[src/rtl/single_macc_pkg.sv]
// Shared constants, FSM encoding and elaboration helpers for the single-MACC
// polyphase filters (interpolator and decimator).
package single_macc_pkg;

    localparam int DefDataWidth  = 18;
    localparam int DefCoeffWidth = 18;

    // Coefficients are Q1.(CoeffWidth-1); products are rescaled by this shift.
    localparam int CoeffFrac = DefCoeffWidth - 1;

    localparam logic [DefDataWidth-1:0] SatMax = 18'h1FFFF;
    localparam logic [DefDataWidth-1:0] SatMin = 18'h20000;

    typedef enum logic [1:0] {
        IDLE  = 2'd0,
        MAC   = 2'd1,
        DRAIN = 2'd2
    } state_e;

    function automatic int clog2(input int value);
        int r;
        r = 0;
        while ((1 << r) < value) r++;
        return r;
    endfunction

endpackage

[src/rtl/single_macc_interpolator_macc.sv]
// Registered multiply, reload/accumulate and floor-shift-saturate stage shared
// by the single-MACC filters.
module macc_unit
    import single_macc_pkg::*;
#(
    parameter int DataWidth  = DefDataWidth,
    parameter int CoeffWidth = DefCoeffWidth,
    parameter int AccWidth   = DefDataWidth + DefCoeffWidth + 3,
    parameter int FracBits   = CoeffFrac
) (
    input  logic                  Clk_i,
    input  logic                  Rst_i,
    input  logic                  i_vld,
    input  logic                  i_first,
    input  logic                  i_last,
    input  logic [DataWidth-1:0]  i_sample,
    input  logic [CoeffWidth-1:0] i_coef,
    output logic [DataWidth-1:0]  o_data,
    output logic                  o_valid
);

    localparam int ProdWidth = DataWidth + CoeffWidth;
    localparam logic signed [AccWidth-1:0] AccHi = AccWidth'((64'sd1 <<< (DataWidth - 1)) - 64'sd1);
    localparam logic signed [AccWidth-1:0] AccLo = ~AccHi;

    logic signed [ProdWidth-1:0] w_prod;
    logic signed [ProdWidth-1:0] r_prod;
    logic                        r_prod_vld;
    logic                        r_prod_first;
    logic                        r_prod_last;
    logic signed [AccWidth-1:0]  r_acc;
    logic signed [AccWidth-1:0]  w_acc_next;
    logic signed [AccWidth-1:0]  w_shifted;
    logic [DataWidth-1:0]        w_sat;

    assign w_prod = $signed({{CoeffWidth{i_sample[DataWidth-1]}}, i_sample})
                  * $signed({{DataWidth{i_coef[CoeffWidth-1]}}, i_coef});

    // Tap 0 of a phase reloads so consecutive phases need no clearing bubble.
    always_comb begin
        w_acc_next = r_prod_first ? AccWidth'(r_prod) : r_acc + AccWidth'(r_prod);
        w_shifted  = w_acc_next >>> FracBits;
        if (w_shifted > AccHi) begin
            w_sat = AccHi[DataWidth-1:0];
        end else if (w_shifted < AccLo) begin
            w_sat = AccLo[DataWidth-1:0];
        end else begin
            w_sat = w_shifted[DataWidth-1:0];
        end
    end

    always_ff @(posedge Clk_i) begin
        if (Rst_i) begin
            r_prod       <= '0;
            r_prod_vld   <= 1'b0;
            r_prod_first <= 1'b0;
            r_prod_last  <= 1'b0;
            r_acc        <= '0;
            o_data       <= '0;
            o_valid      <= 1'b0;
        end else begin
            r_prod       <= w_prod;
            r_prod_vld   <= i_vld;
            r_prod_first <= i_first;
            r_prod_last  <= i_last;
            o_valid      <= r_prod_vld & r_prod_last;
            if (r_prod_vld) begin
                r_acc <= w_acc_next;
            end
            if (r_prod_vld && r_prod_last) begin
                o_data <= w_sat;
            end
        end
    end

endmodule

[src/rtl/single_macc_interpolator.sv]
// Polyphase interpolate-by-K FIR: each accepted sample is run through all K
// branches on one MACC, yielding K output strobes spaced TapsPerPhase cycles.
module single_macc_interpolator
    import single_macc_pkg::*;
#(
    parameter int InterpolationK = 2,
    parameter int TapsPerPhase   = 8,
    parameter int DataWidth      = 18,
    parameter int CoeffWidth     = 18,
    parameter int CoeffAddrWidth = 4
) (
    input  logic                      Clk_i,
    input  logic                      Rst_i,
    input  logic [CoeffAddrWidth-1:0] CoeffAddr_i,
    input  logic [CoeffWidth-1:0]     CoeffData_i,
    input  logic                      CoeffWr_i,
    input  logic [DataWidth-1:0]      Data_i,
    input  logic                      DataNd_i,
    output logic                      Ready_o,
    output logic [DataWidth-1:0]      Data_o,
    output logic                      DataValid_o,
    output logic                      DropErr_o
);

    localparam int NTaps    = InterpolationK * TapsPerPhase;
    localparam int TapW     = (clog2(TapsPerPhase) < 1) ? 1 : clog2(TapsPerPhase);
    localparam int PhW      = (clog2(InterpolationK) < 1) ? 1 : clog2(InterpolationK);
    localparam int AccWidth = DataWidth + CoeffWidth + clog2(TapsPerPhase);

    state_e                r_state;
    state_e                w_state_nxt;
    logic [CoeffWidth-1:0] r_coef_ram [NTaps];
    logic [DataWidth-1:0]  r_dl [TapsPerPhase];
    logic [TapW-1:0]       r_wrptr;
    logic [TapW-1:0]       r_newest;
    logic [TapW-1:0]       r_tap;
    logic [PhW-1:0]        r_phase;
    logic [DataWidth-1:0]  r_rd_sample;
    logic [CoeffWidth-1:0] r_rd_coef;
    logic                  r_rd_vld;
    logic                  r_rd_first;
    logic                  r_rd_last;
    logic                  w_accept;
    logic                  w_issue;
    logic                  w_tap_last;
    logic                  w_last_issue;
    logic                  w_out_valid;
    int                    w_idx;
    logic [TapW-1:0]       w_rd_idx;
    logic [CoeffAddrWidth-1:0] w_coef_addr;

    assign Ready_o      = (r_state == IDLE);
    assign w_accept     = DataNd_i & Ready_o;
    assign w_issue      = (r_state == MAC);
    assign w_tap_last   = (r_tap == TapW'(TapsPerPhase - 1));
    assign w_last_issue = w_issue & w_tap_last & (r_phase == PhW'(InterpolationK - 1));
    assign DataValid_o  = w_out_valid;

    // Tap t of phase p pairs x[n-t] with c[p + K*t].
    always_comb begin
        w_idx       = (int'(r_newest) - int'(r_tap) + TapsPerPhase) % TapsPerPhase;
        w_rd_idx    = TapW'(w_idx);
        w_coef_addr = CoeffAddrWidth'(int'(r_phase) + InterpolationK * int'(r_tap));
    end

    always_comb begin
        w_state_nxt = r_state;
        case (r_state)
            IDLE:    if (w_accept) w_state_nxt = MAC;
            MAC:     if (w_last_issue) w_state_nxt = DRAIN;
            DRAIN:   if (w_out_valid) w_state_nxt = IDLE;
            default: w_state_nxt = IDLE;
        endcase
    end

    // Coefficient RAM is deliberately outside reset and writable while busy.
    always_ff @(posedge Clk_i) begin
        if (CoeffWr_i) begin
            r_coef_ram[CoeffAddr_i] <= CoeffData_i;
        end
    end

    always_ff @(posedge Clk_i) begin
        if (Rst_i) begin
            r_state     <= IDLE;
            r_wrptr     <= '0;
            r_newest    <= '0;
            r_tap       <= '0;
            r_phase     <= '0;
            r_rd_sample <= '0;
            r_rd_coef   <= '0;
            r_rd_vld    <= 1'b0;
            r_rd_first  <= 1'b0;
            r_rd_last   <= 1'b0;
            DropErr_o   <= 1'b0;
            for (int i = 0; i < TapsPerPhase; i++) begin
                r_dl[i] <= '0;
            end
        end else begin
            r_state     <= w_state_nxt;
            DropErr_o   <= DataNd_i & ~Ready_o;
            r_rd_sample <= r_dl[w_rd_idx];
            r_rd_coef   <= r_coef_ram[w_coef_addr];
            r_rd_vld    <= w_issue;
            r_rd_first  <= w_issue & (r_tap == '0);
            r_rd_last   <= w_issue & w_tap_last;
            if (w_accept) begin
                r_dl[r_wrptr] <= Data_i;
                r_newest      <= r_wrptr;
                r_wrptr       <= (r_wrptr == TapW'(TapsPerPhase - 1)) ? '0 : r_wrptr + 1'b1;
                r_tap         <= '0;
                r_phase       <= '0;
            end else if (w_issue) begin
                if (w_tap_last) begin
                    r_tap   <= '0;
                    r_phase <= r_phase + 1'b1;
                end else begin
                    r_tap <= r_tap + 1'b1;
                end
            end
        end
    end

    macc_unit #(
        .DataWidth  (DataWidth),
        .CoeffWidth (CoeffWidth),
        .AccWidth   (AccWidth),
        .FracBits   (CoeffWidth - 1)
    ) u_macc (
        .Clk_i    (Clk_i),
        .Rst_i    (Rst_i),
        .i_vld    (r_rd_vld),
        .i_first  (r_rd_first),
        .i_last   (r_rd_last),
        .i_sample (r_rd_sample),
        .i_coef   (r_rd_coef),
        .o_data   (Data_o),
        .o_valid  (w_out_valid)
    );

endmodule

[config.mk]
export PLATFORM = sky130hd
export DESIGN_NAME = single_macc_interpolator
export DESIGN_NICKNAME = d
export VERILOG_FILES = /design/src/rtl/single_macc_pkg.sv /design/src/rtl/single_macc_interpolator_macc.sv /design/src/rtl/single_macc_interpolator.sv
export SDC_FILE = /design/constraint.sdc
export NUM_CORES = 2
export LEC_CHECK = 0
export ABC_AREA = 1
export CAP_MARGIN = 20
export CORE_MARGIN = 3
export CORE_UTILIZATION = 50
export DETAILED_ROUTE_END_ITERATION = 8
export HOLD_SLACK_MARGIN = 0.03
export PLACE_DENSITY = 0.68
export SYNTH_ARGS = -nofsm -noshare
export SYNTH_HDL_FRONTEND = slang
export SYNTH_SLANG_ARGS = --single-unit
[constraint.sdc]
create_clock -name Clk_i -period 9.94 [get_ports Clk_i]
set_clock_uncertainty 0.15 [all_clocks]
set_input_delay 1.988 -clock Clk_i [delete_from_list [all_inputs] [get_ports Clk_i]]
set_output_delay 1.988 -clock Clk_i [all_outputs]
set_load 0.01 [all_outputs]
### Yosys cells after proc, flatten, opt, wreduce, memory -nomap -nowiden

Memories as Yosys holds them, arrays and structs flattened. A register that Yosys moved wholly into a read port is not among the register bits.
Index checks and enable logic that the tools add are counted.

| storage, ports and cells | value |
|---|---|
| register bits | 113 |
| memory bits (writable) | 432 |
| input port bits | 44 |
| output and inout bits | 21 |
| logic and storage cells | 68 |
| memories kept | 2 |

Memory list:

| name | depth | bits a word | read ports | clocked after Yosys merged registers in | wr ports | RTL line | source |
|---|---|---|---|---|---|---|---|
| r_coef_ram | 16 | 18 | 1 | 1 | 1 | single_macc_interpolator.sv:32 | `logic [CoeffWidth-1:0] r_coef_ram [NTaps];` |
| r_dl | 8 | 18 | 1 | 1 | 8 | single_macc_interpolator.sv:33 | `logic [DataWidth-1:0] r_dl [TapsPerPhase];` |

| cells by class | value |
|---|---|
| add/subtract/negate cells | 7 |
| $mul | 1 |
| magnitude comparators | 2 |
| equal/unequal tests | 7 |
| multiplexer cells | 19 |
| bitwise logic cells | 7 |
| reductions and logical operators | 7 |

Operator list:

| cell | count |
|---|---|
| $mux W18 | 3 |
| $add A39 B36 Y39 | 1 |
| $mux W39 | 1 |
| $mul A18 B18 Y36 | 1 |
| $gt A22 B18 Y1 const B | 1 |
| $lt A22 B18 Y1 const B | 1 |
| $reduce_or A18 Y1 | 1 |
| $add A3 B1 Y3 const B | 3 |
| $mux W3 | 3 |
| $mux W1 | 8 |
| $and A1 B1 Y1 | 6 |
| $eq A3 B3 Y1 const B | 2 |
| $mux W2 | 3 |
| $ne A2 B1 Y1 const B | 3 |
| $pmux W2 S3 | 1 |
| $add A1 B4 Y4 | 1 |
| $logic_not A3 Y1 | 1 |
| $reduce_and A3 Y1 | 1 |
| $sub A3 B3 Y3 | 1 |
| $eq A2 B1 Y1 const B | 1 |
| $eq A2 B2 Y1 const B | 1 |
| $logic_not A2 Y1 | 1 |
| $reduce_and A2 Y1 | 1 |
| $reduce_or A2 Y1 | 1 |
| 3 further kinds | 3 |

### Depth between registers and ports, before layout

| logic depth | value |
|---|---|
| depth in word-level cells | 7 |
| depth in mapped cells | 30 |

### Modules after synthesis

A second synthesis with hierarchy kept.

| second synthesis, totals | value |
|---|---|
| cell total of the unflattened synthesis | 4472 |
| area total of the unflattened synthesis | 38803.5 um2 |

By module, submodules not included:

| module | instances | cells each | area each (um2) |
|---|---|---|---|
| single_macc_interpolator | 1 | 1922 | 20134.3 |
| macc_unit | 1 | 2550 | 18669.2 |

### Worst setup path after synthesis

No wires, ideal clock.

| timing path | value |
|---|---|
| path type | register to register |
| start point | reg r_rd_coef[4], read port of r_coef_ram |
| end point | reg u_macc.r_prod[35] |
| library setup time | 0.113 ns |
| arrival time | 5.747 ns |
| data required time | 9.677 ns |
| slack | 3.931 ns |
| stages on the path, launching flop included | 25 |
| buffers on the path | 2 |
| clock period less this slack | 6.009 ns |
| path through | dfxtp_1 clkbuf_1 clkbuf_1 nand2_1 fa_1 inv_1 fa_1 inv_1 fa_1 fa_1 fa_1 fa_1 inv_1 ha_1 nand2_1 nor2_1 inv_1 nor3_1 nand3_1 o211ai_1 nand2_1 nand3_1 nand2_1 nand2_1 nor2_1 |

| between the ends | value |
|---|---|
| cells in the longest elaborated chain, start to end | 1 |

Ends and longest elaborated chain:

| element | RTL line | source |
|---|---|---|
| from (decl) | single_macc_interpolator.sv:39 | `logic [CoeffWidth-1:0] r_rd_coef;` |
| $mul A18 B18 Y36 | single_macc_interpolator_macc.sv:37 | `* $signed({{DataWidth{i_coef[CoeffWidth-1]}}, i_coef});` |
| to (signal assigned) | single_macc_interpolator_macc.sv:62 | `r_prod <= w_prod;` |
| to (decl) | single_macc_interpolator_macc.sv:27 | `logic signed [ProdWidth-1:0] r_prod;` |

Every way passes these cells.
A chain may end at the register's enable or synchronous reset.

### Worst setup path in the final report

| timing path | value |
|---|---|
| start point | reg r_rd_coef[3], read port of r_coef_ram |
| end point | reg u_macc.r_prod[35] |

Same word-level chain as after synthesis.

==> metrics.cfg <==
[worst_setup_path]
crit_required_ps=10280
cp-end-kind=flip-flop
crit_start=r_rd_coef[3]
cp.arrival_ps=7000
start_kind=flip-flop
rr_startpoint=r_rd_coef[3]
crit_path_max_fanout=18
critical_path_class=reg -> reg

[power_and_ir_drop]
power.share.combinational_pct=38.9
ir_drop_mv=0.193
p_sw_mw=3.27
p_sw_share_pct=38.0
seq_power_share_pct=34.1
power.internal_mw=5.35
p_per_area_nw_per_um2=210
clkPwrFrac_pct=27.0
cellLeakagePower_nw=18.6

[sta]
fin_crit_ps=6660
worst_pin_slew_ps=1170
timing.final.crit_share_pct=67.0
setup_viol=0
relSlewSlack_pct=22.2
slew_violations=0
fmax_mhz=150
rsz0062_at_grt=false
fin_tns_setup_ps=0
finalHoldViolations=0

[synthesis]
syn_area_um2=37500
yosysTopAreaCell=edfxtp_1
synth_top_cell_area_share_pct=34.6
yosys_warnings=0
synth_mux_area_share_pct=0.0533
yosys.area_share.adder_pct=22.2
yosys-top-cells-area=edfxtp_1 35%, fa_1 18%, dfxtp_1 7.9%, inv_1 7.1%, nand2_1 6.5%
synth_seq_cells=581
synth_top_family_by_area=adder cells
synth_cells=4055
syn_nets=4567
synth-compound-area-share_pct=10.0
yosysSeqAreaShare_pct=42.5
yosysUniqueCellTypes=54
avgSynthCellArea_um2=9.26
synth-xor-area-share_pct=0.790
yosys.area_share.simple_pct=15.2

[final_layout]
drive_gt1_share_pct=5.66
stdcell_area_um2=41000
layout_commonest_cell=inv_1
syn_to_final_growth_pct=9.17
mostFrequentLayoutCells=712 x inv_1, 648 x nand2_1, 559 x nor2_1
fillers=6441
nNetsFinal=4528
regArea_um2=16000
multiInputGateArea_um2=18200

[grt]
antenna_found_initial=3
grt-ovfl-total=0
grt_pass1_wl_um=148000
grt_max_degree=96
grt_usage_pct=24.0
grt_pass1_vias=26900

[clocking]
cts_tree=done
clock_latency_ps=660
htree_levels=2
cts_num_sinks=581
cts_buffer_depth=3
post_cts_buffers=0
clock-root-buffer=clkbuf_16
cts_made_buffers=60
post_cts.resized_instances=0
cts_hold_buf=0
clk_pin_slew_ps=60

[route]
drt_wl_total_um=93000
via_count=27100
first_iter_violations=2261
antenna_left=0
wl_per_cell_um=18.5
first_pass_iters=5
vias_per_cell=5.40
drc_errors=0

[floorplan]
ioPinCount=65
dieArea_um2=78400
die_height_um=280
rows=99
initial_core_util_pct=50.9
die_w_um=280
coreArea_um2=73700

[place]
dpl_cell_area_um2=38900
gp_congestion=0.919
io_buffers=64
dp_hpwl_um=62400

[run_status]
status=completed

[hold_path]
min-delay-path-class=reg -> reg
min_from=r_rd_vld

[job]
cap_viol_max_count=0

-- cells in the mapped netlist (all sizes together) --
cell type  count
o211a          1
a31o           1
edfxtp       432
a21oi        153
or2            9
o21ai        314
nand3         73
a31oi          9
mux2i          2
a21boi         3
inv          717
ha           137
nor3          49
o31ai          1
a22oi          1
a21o           3
fa           331
nor3b          1
buf           19
nor4           2
and2           2
xor2          14
o221ai        53
xnor2         19
clkbuf       179
o211ai        45
nand4          7
nand3b         5
dfxtp        149
nand2        663
clkinv         3
nor2         600
o21a          11
o22ai         22
o21bai         7
o221a         18
-- routing by layer --
layer  GRT usage [%]  vias to the layer above  routed length (um)
met3            2.92                      161                5760
met2            40.4                      850               44900
met4            6.67                        0                2370
met1            32.9                    13300               39900
met5               0                        -                   0
li1                -                    12900                   -
-- cell families after synthesis --
| kind of cell | count (synthesis) |
|---|---|
| AND/OR/NAND/NOR | 1411 |
| flip-flops | 581 |
| XOR/XNOR | 33 |
| AO/OA/AOI/OAI | 642 |
| adder cells (fa/ha/maj) | 468 |
| multiplexers | 2 |
| buffers and inverters | 918 |
-- worst max-delay path, stage by stage, from the launching register on --
cell      delay [ps]
dfxtp_1          750
nand2_1          290
fa_1             590
inv_1            150
fa_1             850
inv_1            110
fa_1             500
fa_1             570
fa_1             420
fa_1             490
inv_1             40
ha_1             340
nand2_1          100
nor2_1           110
inv_1             50
nor3_1           190
nand3_1          110
o211ai_1         300
nand2_1          100
nand3_1          100
nand2_1           60
nand2_1           70
nor2_1            60
-- power by group through the flow --
stage | logic (mW) | registers, mW | clock network, mW
floorplan | 2.60 | 2.84 | 0
global placement | 3.31 | 2.99 | 0
detailed placement | 3.36 | 2.99 | 0
CTS | 3.38 | 2.94 | 2.35
global route | 3.88 | 2.95 | 2.44
finish | 3.36 | 2.94 | 2.32
-- state kept, by name, indices dropped and copies added (netlist names), 2 cells and up --
name,cells
r_dl,144
r_wrptr,3
r_tap,3
r_rd_sample,18
u_macc.r_acc,39
u_macc.o_data,18
r_coef_ram,288
r_newest,3
u_macc.r_prod,36
r_state,2
r_rd_coef,18
-- per-stage QoR --
stage	util [%]	hold slack (ps)	worst slack [ps]	std cells	total power [mW]
2_1_floorplan	-	238	3930	4055	5.44
3_3_place_gp	52.8	242	3490	4913	6.29
3_5_place_dp	52.8	245	3360	4913	6.35
4_1_cts	55.6	252	3270	5025	8.67
5_1_grt	55.6	273	2780	5025	9.28
6_report	55.6	248	3280	5026	8.62
-- cell type report --
class                           instances  area share, %
Multi-Input combinational cell       2556           44.3
Sequential cell                       581           38.9
Inverter                              720           6.60
Clock buffer                           79           4.04
Tap cell                              959           2.93
Timing Repair Buffer                   97           2.16
Clock inverter                         33          0.986
Antenna cell                            1        0.00611
-- worst paths after layout --
kind | slack, ps | endpoint | cells past startpoint
setup / recovery | 3280 | u_macc.r_prod[35] | 22
hold / removal | 250 | u_macc.r_prod_vld | 2
setup reg to reg | 3280 | u_macc.r_prod[35] | 22
hold reg to reg | 250 | u_macc.r_prod_vld | 2
No activity file was read; power rests on OpenSTA's default activity.
